`src/rtl/dct_mac_sequencer_if.sv`:
```
// Control/handshake bundle between the DCT MAC sequencer (slave side) and the
// surrounding datapath / block controller (master side).
interface dct_mac_sequencer_if #(
    parameter int N = 8
);
    localparam int W = $clog2(N);

    logic         start_i;
    logic         start_ready_o;
    logic         mac_clr_o;
    logic         mac_ena_o;
    logic [W-1:0] tap_idx_o;
    logic [W-1:0] row_idx_o;
    logic         res_valid_o;
    logic         res_ready_i;
    logic [W-1:0] res_row_o;
    logic         busy_o;
    logic         done_o;

    modport slave (
        input  start_i,
        input  res_ready_i,
        output start_ready_o,
        output mac_clr_o,
        output mac_ena_o,
        output tap_idx_o,
        output row_idx_o,
        output res_valid_o,
        output res_row_o,
        output busy_o,
        output done_o
    );

    modport master (
        output start_i,
        output res_ready_i,
        input  start_ready_o,
        input  mac_clr_o,
        input  mac_ena_o,
        input  tap_idx_o,
        input  row_idx_o,
        input  res_valid_o,
        input  res_row_o,
        input  busy_o,
        input  done_o
    );
endinterface

```
`src/rtl/dct_mac_sequencer.sv`:
```
// Steps one 1-D DCT MAC through N taps x N rows, waits out the MAC pipeline and
// hands each row result over a valid/ready handshake. Optional stall counter: DCT_SEQ_PERF_EN.
module dct_mac_sequencer #(
    parameter int N       = 8,
    parameter int MAC_LAT = 2
) (
    input  logic        clk,
    input  logic        rst,
    input  logic        ena,
`ifdef DCT_SEQ_PERF_EN
    output logic [15:0] perf_stall_o,
`endif
    dct_mac_sequencer_if.slave bus
);
    localparam int W  = $clog2(N);
    localparam int CW = (MAC_LAT > 1) ? $clog2(MAC_LAT) : 1;
    localparam logic [W-1:0]  LAST_IDX  = W'(N - 1);
    localparam logic [CW-1:0] DRAIN_LD  = CW'(MAC_LAT - 1);

    typedef enum logic [1:0] {
        S_IDLE,
        S_ISSUE,
        S_DRAIN,
        S_HOLD
    } state_t;

    state_t        state_reg, state_next;
    logic [W-1:0]  tap_reg,   tap_next;
    logic [W-1:0]  row_reg,   row_next;
    logic [CW-1:0] cnt_reg,   cnt_next;
    logic          done_reg,  done_next;

    always_ff @(posedge clk) begin
        if (rst) begin
            state_reg <= S_IDLE;
            tap_reg   <= '0;
            row_reg   <= '0;
            cnt_reg   <= '0;
            done_reg  <= 1'b0;
        end else begin
            state_reg <= state_next;
            tap_reg   <= tap_next;
            row_reg   <= row_next;
            cnt_reg   <= cnt_next;
            done_reg  <= done_next;
        end
    end

    // With ena low every register simply keeps its value.
    always_comb begin
        state_next = state_reg;
        tap_next   = tap_reg;
        row_next   = row_reg;
        cnt_next   = cnt_reg;
        done_next  = done_reg;
        if (ena) begin
            done_next = 1'b0;
            case (state_reg)
                S_IDLE: begin
                    if (bus.start_i) begin
                        state_next = S_ISSUE;
                        tap_next   = '0;
                        row_next   = '0;
                    end
                end
                S_ISSUE: begin
                    tap_next = tap_reg + 1'b1;
                    if (tap_reg == LAST_IDX) begin
                        state_next = S_DRAIN;
                        cnt_next   = DRAIN_LD;
                    end
                end
                S_DRAIN: begin
                    if (cnt_reg == '0) begin
                        state_next = S_HOLD;
                    end else begin
                        cnt_next = cnt_reg - 1'b1;
                    end
                end
                S_HOLD: begin
                    if (bus.res_ready_i) begin
                        if (row_reg == LAST_IDX) begin
                            state_next = S_IDLE;
                            done_next  = 1'b1;
                        end else begin
                            state_next = S_ISSUE;
                            row_next   = row_reg + 1'b1;
                            tap_next   = '0;
                        end
                    end
                end
                default: state_next = S_IDLE;
            endcase
        end
    end

    // MAC strobes are decoded from registered state so they line up with tap_idx_o;
    // ena only masks them, it never reaches the state path combinationally.
    assign bus.mac_ena_o     = (state_reg == S_ISSUE) & ena;
    assign bus.mac_clr_o     = (state_reg == S_ISSUE) & (tap_reg == '0) & ena;
    assign bus.tap_idx_o     = tap_reg;
    assign bus.row_idx_o     = row_reg;
    assign bus.res_valid_o   = (state_reg == S_HOLD);
    assign bus.res_row_o     = row_reg;
    assign bus.busy_o        = (state_reg != S_IDLE);
    assign bus.start_ready_o = (state_reg == S_IDLE);
    assign bus.done_o        = done_reg & ena;

`ifdef DCT_SEQ_PERF_EN
    logic [15:0] perf_reg;

    always_ff @(posedge clk) begin
        if (rst) begin
            perf_reg <= '0;
        end else if (ena) begin
            if ((state_reg == S_IDLE) && bus.start_i) begin
                perf_reg <= '0;
            end else if ((state_reg == S_HOLD) && !bus.res_ready_i && (perf_reg != 16'hFFFF)) begin
                perf_reg <= perf_reg + 16'd1;
            end
        end
    end

    assign perf_stall_o = perf_reg;
`endif
endmodule

```
`src/flat_wrapper.sv`:
```
// flat-port wrapper written by rule: the top's interface ports become plain ports
module dct_mac_sequencer_flat 
#(
    parameter int N       = 8,
    parameter int MAC_LAT = 2
)
  (clk, rst, ena, bus_start_i, bus_res_ready_i, bus_start_ready_o, bus_mac_clr_o, bus_mac_ena_o, bus_tap_idx_o, bus_row_idx_o, bus_res_valid_o, bus_res_row_o, bus_busy_o, bus_done_o);
  dct_mac_sequencer_if #(.N(N)) bus_i ();
  input  logic clk;
  input  logic rst;
  input  logic ena;
  input wire logic [$bits(bus_i.start_i)-1:0] bus_start_i;
  input wire logic [$bits(bus_i.res_ready_i)-1:0] bus_res_ready_i;
  output wire logic [$bits(bus_i.start_ready_o)-1:0] bus_start_ready_o;
  output wire logic [$bits(bus_i.mac_clr_o)-1:0] bus_mac_clr_o;
  output wire logic [$bits(bus_i.mac_ena_o)-1:0] bus_mac_ena_o;
  output wire logic [$bits(bus_i.tap_idx_o)-1:0] bus_tap_idx_o;
  output wire logic [$bits(bus_i.row_idx_o)-1:0] bus_row_idx_o;
  output wire logic [$bits(bus_i.res_valid_o)-1:0] bus_res_valid_o;
  output wire logic [$bits(bus_i.res_row_o)-1:0] bus_res_row_o;
  output wire logic [$bits(bus_i.busy_o)-1:0] bus_busy_o;
  output wire logic [$bits(bus_i.done_o)-1:0] bus_done_o;
  assign bus_i.start_i = bus_start_i;
  assign bus_i.res_ready_i = bus_res_ready_i;
  assign bus_start_ready_o = bus_i.start_ready_o;
  assign bus_mac_clr_o = bus_i.mac_clr_o;
  assign bus_mac_ena_o = bus_i.mac_ena_o;
  assign bus_tap_idx_o = bus_i.tap_idx_o;
  assign bus_row_idx_o = bus_i.row_idx_o;
  assign bus_res_valid_o = bus_i.res_valid_o;
  assign bus_res_row_o = bus_i.res_row_o;
  assign bus_busy_o = bus_i.busy_o;
  assign bus_done_o = bus_i.done_o;
  dct_mac_sequencer #(.N(N), .MAC_LAT(MAC_LAT)) u_core (.clk(clk), .rst(rst), .ena(ena), .bus(bus_i));
endmodule
```
`config.mk`:
```
export PLATFORM = sky130hd
export DESIGN_NAME = dct_mac_sequencer_flat
export DESIGN_NICKNAME = d
export VERILOG_FILES = /design/src/rtl/dct_mac_sequencer_if.sv /design/src/rtl/dct_mac_sequencer.sv /design/src/flat_wrapper.sv
export SDC_FILE = /design/constraint.sdc
export NUM_CORES = 1
export LEC_CHECK = 0
export BUFFER_PORTS_ARGS = -buffer_cell sky130_fd_sc_hd__buf_2
export CAP_MARGIN = 40
export CORE_ASPECT_RATIO = 0.9
export CORE_MARGIN = 2
export CORE_UTILIZATION = 45
export CTS_CLUSTER_SIZE = 14
export DETAILED_ROUTE_END_ITERATION = 10
export GPL_ROUTABILITY_DRIVEN = 0
export GPL_TIMING_DRIVEN = 1
export PLACE_DENSITY = 0.82
export SLEW_MARGIN = 20
export SYNTH_ARGS = -nofsm -noshare
export SYNTH_HDL_FRONTEND = slang
export SYNTH_SLANG_ARGS = --single-unit
```
`constraint.sdc`:
```
create_clock -name clk -period 1.5 [get_ports clk]
set_input_delay 0.3 -clock clk [delete_from_list [all_inputs] [get_ports clk]]
set_output_delay 0.3 -clock clk [all_outputs]
set_load 0.01 [all_outputs]
```
==> key figures <==
Drt
  • First DRT Iteration DRCs: 15
  • Via density: approximately 5.4
  • WL/cell: 16.5 µm
  • DRT antenna net count: 0
  • Wirelength, routed: 2290 µm
  • Number of detailed-route iterations in the first pass: 4
  • Vias: around 740
  • DRC viols: 0

Floorplanning
  • Initial Util: about 49%
  • Core ar.: ~1500 µm²
  • Die Span Y: ~42 µm
  • # rows: 13
  • Die outline width: between 40 and 50 µm
  • Die ar.: about 1900 µm²
  • I/O pin count: 20

Flow run
  • Max_cap viols: 0

Placement
  • Final HPWL DP: around 1200 µm
  • Placement Cell Area: around 930 µm²
  • Port Buffer Count: 19

Setup path
  • Critical Path End Type: flop
  • Critical-path top delay cell: dfxtp_4
  • Cell Chain, Critical Path: ha_4 -> ha_4 -> and3b_1 -> o211ai_2 -> buf_6 -> or2_1 -> a21oi_2
  • Crit path max fanout: 5
  • CP Launch Type: flop
  • Crit-path most repeated cell: ha_4
  • Req. time, crit path: around 1700 ps
  • Crit-path max cell delay: around 370 ps
  • Setup CP Type: reg -> reg
  • Worst Path Arrival: around 1900 ps

Yosys
  • Largest family of logic cells by synthesized area: simple AND/OR/NAND/NOR gates
  • Avg Synthesized Cell Area: approximately 8.5 µm²
  • Sequential area share after synthesis: between 20% and 30%
  • Post-Synthesis Cells: 84
  • Synth cell types: 31
  • Post-synthesis xor/xnor area fraction: 0%
  • Compound-Gate Fraction of Synth Area: a little over an eighth
  • Syn_nets: about 100
  • Post-Synth Adder-Cell Area: 22.8%
  • Number of flops mapped to enable cells by yosys: 0
  • Synth warnings: 0
  • Mux contribution to synthesized area: 2.98%
  • FFs w/ async S/R, synth: 0%
  • Mapped Area: about 710 µm²
  • #FFs+latches synth: 10
  • Simple-gate share of the synthesized area: about a quarter
  • Top_reg_cell synth: dfxtp_1

Timing
  • Max Clk Rate: 608 MHz
  • Final Hold Violating Endpoints: 0
  • Final setup violation count: 8
  • Worst slew pin tran: 290 ps
  • Final worst-path setup slack: -146 ps
  • Final period util: 110%
  • Setup total negative slack: -628 ps
  • RSZ-0062 raised after global routing: yes
  • Slew Limit Fails: 0
  • Slew HR: between 80% and 90%
  • Fin Clk Skew: 16.7 ps
  • Fin crit period: approximately 1600 ps

Clock tree
  • Clk buf depth: 2
  • CTS Sinks: 10
  • Clock root buffer: clkbuf_4
  • CTS buffer count: 3
  • Clock transition at path regs: around 90 ps
  • # hold bufs at CTS: 0
  • Worst skew pair latency: approximately 290 ps
  • CTS tree: yes
  • CTS HTree Levels: 1

Global routing
  • First-pass GRT wire length: approximately 3400 µm
  • Vias in the first global route: roughly 720
  • Largest net degree at the start of global routing: 12
  • GR Util All Layers: 24.6%
  • Remaining global-route overflow: 0
  • Initial antenna violation count: 0

Pwr
  • Peak supply drop: around 0.00056 V
  • Lkg Pwr: approximately 0.53 nW
  • Power per standard cell area: approximately 660 nW/µm²

Layout
  • Antenna diode count: 0
  • Layout cells sized above 1: 58.9%
  • Final Cell Area: between 1000 and 1500 µm²
  • Fill cells: 87
  • Final core utilization: 80.4%
  • P&R area growth vs syn: 65.1%
  • Nets: 143

Hold path
  • Path type of the worst min-delay path: in -> reg

Run status
  • Status: complete, but fails checks
  • Failing checks: negative setup slack
worst paths after layout:
check	startpoint	end	slack [ps]	cells after the start
worst min register to register	u_core.done_reg	u_core.done_reg	470	2
worst min-delay path	rst	u_core.bus.res_row_o[0]	310	2
worst max register to register	u_core.bus.res_row_o[0]	u_core.bus.res_row_o[1]	-150	7
worst max-delay path	u_core.bus.res_row_o[0]	u_core.bus.res_row_o[1]	-150	7
routing by layer:
| layer | routed length, µm | share of wire, % | global-route usage (%) |
|---|---|---|---|
| met5 | 0 | 0 | 0 |
| met1 | 1090 | 48 | 36.7 |
| met4 | 136 | 5.9 | 14.9 |
| met2 | 996 | 43 | 32.2 |
| met3 | 65 | 2.8 | 3.04 |
stage by stage:
stage	cells	hold slack (ps)	setup slack [ps]	power [W]
after floorplan	84	441	-51.4	0.000379
after global placement	126	450	-47.1	0.000456
after detailed placement	126	455	-68.2	0.000459
after CTS	135	303	-78.8	0.000708
after global routing	139	315	-191	0.000814
final	139	307	-146	0.000775
cells in the mapped netlist (all sizes together), types with 2 or more instances:
master	count	area [µm²]
ha	13	163
nor2	5	18.8
buf	4	27.5
inv	7	26.3
nand4	2	12.5
and3b	2	17.5
or2	3	18.8
a21oi	7	38.8
nand2	11	41.3
dfxtp	10	200
and2	2	12.5
nand2b	3	18.8
worst max-delay path: cells and delay by family, from the launching register on:
kind | cells | cell delay (ps)
buffers and inverters | 1 | 150
flip-flops | 1 | 370
AND/OR/NAND/NOR | 2 | 450
adder cells (fa/ha/maj) | 2 | 330
AO/OA/AOI/OAI | 2 | 270
logic make-up (layout without fill, tap and decap cells):
| family | after synthesis | count (layout) |
|---|---|---|
| AO/OA/AOI/OAI | 14 | 14 |
| adder cells (fa/ha/maj) | 13 | 13 |
| buffers and inverters | 12 | 52 |
| flip-flops | 10 | 10 |
| multiplexers | 2 | 2 |
| AND/OR/NAND/NOR | 33 | 33 |
layout by cell type, fill, tap and decap left out, types with 2 or more instances in the layout:
cell / count
buf_2: 17
buf_4: 16
nand2_1: 10
buf_6: 8
ha_4: 7
dfxtp_1: 6
nor2_1: 5
a21oi_1: 4
inv_1: 3
a21oi_2: 3
ha_1: 3
ha_2: 3
clkbuf_4: 3
dfxtp_4: 3
inv_2: 2
and2_1: 2
and3b_1: 2
nand2b_4: 2
nand4_1: 2
or2_1: 2
power breakdown:
part	internal, W	total (W)	switching, W
registers	0.000270	0.000283	0.0000126
clock network	0.000103	0.000217	0.000114
logic	0.000146	0.000275	0.000129
timing repair:
item,4_1_cts,5_1_grt
setup buffers,5,4
gates resized for setup,21,15
cloned,0,0
endpoints found under the setup margin,10,12
pin swaps,11,5
layout make-up:
type / count / area, µm² / share of cell area, %
inverter: 7 / 33.8 / 2.87
multi-input combinational: 62 / 591 / 50.2
timing repair buffer: 41 / 295 / 25.1
clock buffer: 4 / 26.3 / 2.23
tap: 15 / 18.8 / 1.59
sequential: 10 / 213 / 18.1
Note: power is estimated with default switching activity, not from simulation.
